File: config.mk
export PLATFORM = sky130hd
export DESIGN_NAME = edf_queue_scheduler
export DESIGN_NICKNAME = d
export VERILOG_FILES = /design/src/rtl/edf_queue_scheduler.sv
export SDC_FILE = /design/constraint.sdc
export NUM_CORES = 2
export LEC_CHECK = 0
export BUFFER_PORTS_ARGS = -buffer_cell sky130_fd_sc_hd__buf_4
export CORE_AREA = 2 2 589 591
export CTS_CLUSTER_DIAMETER = 120
export DETAILED_ROUTE_END_ITERATION = 6
export DIE_AREA = 0 0 591 593
export PLACE_DENSITY = 0.36
export REMOVE_ABC_BUFFERS = 1
export SKIP_CTS_REPAIR_TIMING = 1
export SLEW_MARGIN = 20
export SYNTH_ARGS = -nofsm -noshare
export SYNTH_HDL_FRONTEND = slang
export SYNTH_SLANG_ARGS = --single-unit
File: constraint.sdc
create_clock -name clock -period 5.9 [get_ports clock]
set_clock_uncertainty 0.15 [all_clocks]
set_input_delay 0.295 -clock clock [delete_from_list [all_inputs] [get_ports clock]]
set_output_delay 0.295 -clock clock [all_outputs]
set_load 0.03 [all_outputs]
File: src/rtl/edf_queue_scheduler.sv
// Earliest-deadline-first arbiter over NUMBER_OF_QUEUES core queues: picks the most urgent
// non-empty queue, waits out the buffer read latency, then offers the head packet downstream.

module edf_deadline_cnt #(
  parameter int REGISTER_SIZE = 32
) (
  input  logic                     clock,
  input  logic                     reset,
  input  logic [REGISTER_SIZE-1:0] period,
  input  logic                     empty,
  input  logic                     pop,
  output logic [REGISTER_SIZE-1:0] cnt,
  output logic                     miss
);
  logic [REGISTER_SIZE-1:0] cnt_q, cnt_d;
  logic                     miss_q, miss_d;

  // Held at the period while empty so the deadline starts at packet arrival.
  always_comb begin
    cnt_d = cnt_q;
    if (empty || pop)        cnt_d = period;
    else if (cnt_q != '0)    cnt_d = cnt_q - REGISTER_SIZE'(1);
    miss_d = ~empty & (cnt_q == '0);
  end

  always_ff @(posedge clock) begin
    if (reset) begin
      cnt_q  <= period;
      miss_q <= 1'b0;
    end else begin
      cnt_q  <= cnt_d;
      miss_q <= miss_d;
    end
  end

  assign cnt  = cnt_q;
  assign miss = miss_q;
endmodule

module edf_queue_scheduler #(
  parameter int NUMBER_OF_QUEUES = 4,
  parameter int REGISTER_SIZE    = 32,
  parameter int DATA_SIZE        = 678,
  parameter int READ_LATENCY     = 1
) (
  input  logic                                             clock,
  input  logic                                             reset,
  input  logic                                             enable,
  input  logic [NUMBER_OF_QUEUES-1:0][REGISTER_SIZE-1:0]   queues_period,
  input  logic [NUMBER_OF_QUEUES-1:0]                      empty,
  input  logic [DATA_SIZE-1:0]                             queues_to_buffer_packet,
  output logic [$clog2(NUMBER_OF_QUEUES)-1:0]              core_id,
  output logic                                             scheduler_to_queues_ready,
  output logic [DATA_SIZE-1:0]                             out_packet,
  output logic                                             out_valid,
  input  logic                                             out_ready,
  output logic [NUMBER_OF_QUEUES-1:0]                      deadline_miss
);
  localparam int ID_W  = $clog2(NUMBER_OF_QUEUES);
  localparam int LAT_W = $clog2(READ_LATENCY + 1);

  typedef enum logic [1:0] {IDLE, WAIT, OFFER} state_t;

  state_t                 state_q, state_d;
  logic [ID_W-1:0]        core_id_q, core_id_d;
  logic [LAT_W-1:0]       lat_q, lat_d;
  logic [DATA_SIZE-1:0]   out_packet_q, out_packet_d;
  logic                   out_valid_q, out_valid_d;

  logic [NUMBER_OF_QUEUES-1:0][REGISTER_SIZE-1:0] cnt;
  logic [NUMBER_OF_QUEUES-1:0]                    pop_vec;
  logic                                           pop;
  logic                                           win_valid;
  logic [ID_W-1:0]                                win_idx;
  logic [REGISTER_SIZE-1:0]                       win_cnt;

  for (genvar g = 0; g < NUMBER_OF_QUEUES; g++) begin : g_lane
    edf_deadline_cnt #(.REGISTER_SIZE(REGISTER_SIZE)) u_cnt (
      .clock  (clock),
      .reset  (reset),
      .period (queues_period[g]),
      .empty  (empty[g]),
      .pop    (pop_vec[g]),
      .cnt    (cnt[g]),
      .miss   (deadline_miss[g])
    );
  end

  // Strict less-than keeps the lowest index on ties.
  always_comb begin
    win_valid = 1'b0;
    win_idx   = '0;
    win_cnt   = '0;
    for (int i = 0; i < NUMBER_OF_QUEUES; i++) begin
      if (!empty[i] && (!win_valid || cnt[i] < win_cnt)) begin
        win_valid = 1'b1;
        win_idx   = ID_W'(i);
        win_cnt   = cnt[i];
      end
    end
  end

  // Masked by reset so an in-flight offer is abandoned without popping.
  assign pop = out_valid_q & out_ready & ~reset;

  always_comb begin
    pop_vec            = '0;
    pop_vec[core_id_q] = pop;
  end

  always_ff @(posedge clock) begin
    if (reset) begin
      state_q      <= IDLE;
      core_id_q    <= '0;
      lat_q        <= '0;
      out_packet_q <= '0;
      out_valid_q  <= 1'b0;
    end else begin
      state_q      <= state_d;
      core_id_q    <= core_id_d;
      lat_q        <= lat_d;
      out_packet_q <= out_packet_d;
      out_valid_q  <= out_valid_d;
    end
  end

  always_comb begin
    state_d = state_q;
    case (state_q)
      IDLE:    if (enable && win_valid) state_d = WAIT;
      WAIT:    if (lat_q <= LAT_W'(1)) state_d = OFFER;
      OFFER:   if (out_ready) state_d = IDLE;
      default: state_d = IDLE;
    endcase
  end

  always_comb begin
    core_id_d    = core_id_q;
    lat_d        = lat_q;
    out_packet_d = out_packet_q;
    out_valid_d  = out_valid_q;
    case (state_q)
      IDLE: begin
        if (enable && win_valid) begin
          core_id_d = win_idx;
          lat_d     = LAT_W'(READ_LATENCY);
        end
      end
      WAIT: begin
        lat_d = lat_q - LAT_W'(1);
        if (lat_q <= LAT_W'(1)) begin
          out_packet_d = queues_to_buffer_packet;
          out_valid_d  = 1'b1;
        end
      end
      OFFER:   if (out_ready) out_valid_d = 1'b0;
      default: out_valid_d = 1'b0;
    endcase
  end

  assign core_id                   = core_id_q;
  assign out_packet                = out_packet_q;
  assign out_valid                 = out_valid_q;
  assign scheduler_to_queues_ready = pop;
endmodule

==> out/metrics.yaml <==
core_area_um2: 345000
async_flop_share_pct: 0
ys_warn_count: 0
place_area_um2: 51600
relSlewSlack_pct: 23.3
avgSynthCellArea_um2: 8.08
drv_slew: 0
cp_slowest_cell: "a222oi_1"
grt_antenna_before_repair: 296
htree_levels: 3
maxCapViolCount: 0
cts_made_buffers: 120
grt_usage_pct: 17.4
synth_adder_area_share_pct: 3.61
grt_overflow: 0
hold_class: "primary input to flip-flop"
fin_crit_sh_pct: 112
yosys.area_share.simple_pct: 22.5
num_rows: 216
postSynthCellCount: 4163
fmax_mhz: 151
synth_compound_area_share_pct: 15.3
cpMostUsedCell: "buf_4"
final_common_cell: "buf_4"
fin_ws_ns: -0.731
cpLargestDelayFamily: "compound AO/OA/AOI/OAI gates"
cp-end-kind: "flip-flop"
gp_congestion: 0.866
fillers: 39000
fin_crit_ns: 6.63
synth-seq-cells: 815
cp_max_fo: 20
grt_start_max_net_pins: 162
grt_pass1_vias: 37400
fp.dieH_um: 593
design_area_um2: 64700
syn-cell-area_um2: 33700
multi_input_area_um2: 15300
yosysSeqAreaShare_pct: 52.3
ir_drop_v: 0.000266
path_buf_inv: 10
synth_top_family_by_area: "simple AND/OR/NAND/NOR gates"
cts_buffer_depth: 4
synth_xor_area_share_pct: 2.89
slowest_delay_ns: 0.46
drive_gt1_share_pct: 30.1
layout_common_cells: "buf_4 (1,726), nand2_1 (1,501), dlygate4sd3_1 (832), a21oi_1 (763), dfxtp_1 (687)"
drc_errors: 0
synthMuxAreaShare_pct: 0.0967
nets: 7503
num_vias: 41600
status: "complete, but fails checks"
cellLeakagePower_uw: 0.0259
wl_per_cell_um: 28.4
clk_latency_ns: 0.83
worstMarginPinSlew_ns: 1.15
numPortBuffers: 1499
die-area_um2: 350000
path_clk_slew_ns: 0.06
violations: "negative setup slack"
critPathRequiredTime_ns: 6.43
cts-root-buf: "clkbuf_16"
firstDrtPassIters: 7
cts_tree: "done"
arrival_ns: 7.16
drt-initial-drc-count: 2848
timing.hold.ws_ns: 0.0612
wl_um: 323000
setup_viol: 2
synthFlopType: "dfxtp_1"
regArea_um2: 17600
p_per_area_nw_per_um2: 274
cp-start-kind: "flip-flop"
synth_enable_flop_cells: 128
start_util_pct: 9.77
boundaryPins: 1500
grt_pass1_wl_um: 399000
totalPowerFinal_uw: 17700
vias_per_cell: 3.66
ant_nets: 0
synth_cell_type_count: 66
area_growth_pct: 92.2
rsz0062_at_grt: "true"
worst-setup-path-type: "flip-flop to flip-flop"
hold_viol_final: 0
die_w_um: 591
dpl.hpwl_um: 271000
clock-sinks: 815
flip-flops by register name (all words and copies together) (netlist names):
register,flops
g_lane.u_cnt.cnt,128
out_packet,678
core_id,2
g_lane.u_cnt.miss,4
out_valid,1
state_q,2
Yosys cell counts, drive strengths merged, types with 2 or more instances:
library cell	count	area [µm²]
a21oi	774	3870
a31oi	6	37.5
o221ai	2	17.5
a21o	36	270
or3	15	100
or2	2	12.5
mux2	2	22.5
nor3	45	268
nor2	163	612
a21bo	2	20.0
nand4	20	125
o211ai	4	30.0
nand2	1503	5640
o31ai	8	65.1
a211oi	6	45.0
nand3	14	70.1
o21ai	111	559
dfxtp	687	13800
nor2b	7	43.8
nand4b	2	17.5
o21a	4	30.0
and2	4	25.0
ha	97	1210
a22oi	3	22.5
a2111oi	5	43.8
xnor2	83	727
nand2b	35	219
edfxtp	128	3840
inv	13	48.8
a211o	2	17.5
buf	27	131
nor4b	2	17.5
nor4	28	181
or4	18	146
nand3b	6	45.0
clkbuf	253	950
a311oi	2	17.5
or2b	2	16.3
xor2	28	245
a21boi	3	22.5
worst min-delay path, cell delays in order:
cell and delay [ns]:
dlygate4sd3_1 0.53, buf_4 0.10, nand2_1 0.04, a21oi_1 0.10
through the flow:
stage	util (%)	cells	setup WS, ns	TNS (ns)
6_report	18.8	11400	-0.731	-1.45
4_1_cts	16.1	10400	-1.20	-2.38
3_3_place_gp	15.0	10200	-1.27	-2.53
5_1_grt	18.7	11300	-1.08	-2.14
2_1_floorplan	-	3883	-16.81	-
3_5_place_dp	15.0	10200	-1.38	-2.72
path summary, 6_finish.rpt:
| kind | start | to | slack [ns] | cells past startpoint |
|---|---|---|---|---|
| worst max-delay path | g_lane[0].u_cnt.cnt[10]$_DFFE_PP_ | core_id[0]$_SDFFE_PP0P_ | -0.73 | 36 |
| worst min-delay path | queues_to_buffer_packet[142] | out_packet[142]$_SDFFE_PP0P_ | 0.06 | 4 |
| worst max register to register | g_lane[0].u_cnt.cnt[10]$_DFFE_PP_ | core_id[0]$_SDFFE_PP0P_ | -0.73 | 36 |
| worst min register to register | out_packet[137]$_SDFFE_PP0P_ | out_packet[137]$_SDFFE_PP0P_ | 0.30 | 2 |
power breakdown:
part	switching, µW	total, µW	internal, µW	leakage [µW]
logic	2320	4060	1740	0.0170
registers	288	6260	5970	0.00696
clock network	3060	7420	4370	0.00190
cell families after synthesis:
kind of cell               count (synthesis)
AOI/OAI and AO/OA                        976
and+or+nand+nor                         1868
buffers and inverters                    293
xor gates and xnor gates                 111
DFF                                      815
muxes                                      3
adders and majority gates                 97
routing by layer:
metal	global-route usage [%]	vias to the layer above	wire length, µm
li1	-	18900	-
met1	19.5	20200	131000
met4	4.62	98	9440
met3	8.62	643	30400
met2	29.2	1867	151000
met5	0	-	662
layout make-up:
type	count	share of cell area (%)
inverters	13	0.0754
clock inverters	48	0.907
repair buffers	2587	33.7
clock buffers	161	5.13
flip-flops and latches	815	27.2
diodes	113	0.437
well taps	4578	8.86
multi-input cells	3055	23.6
Note: power is estimated with default switching activity, not from simulation.
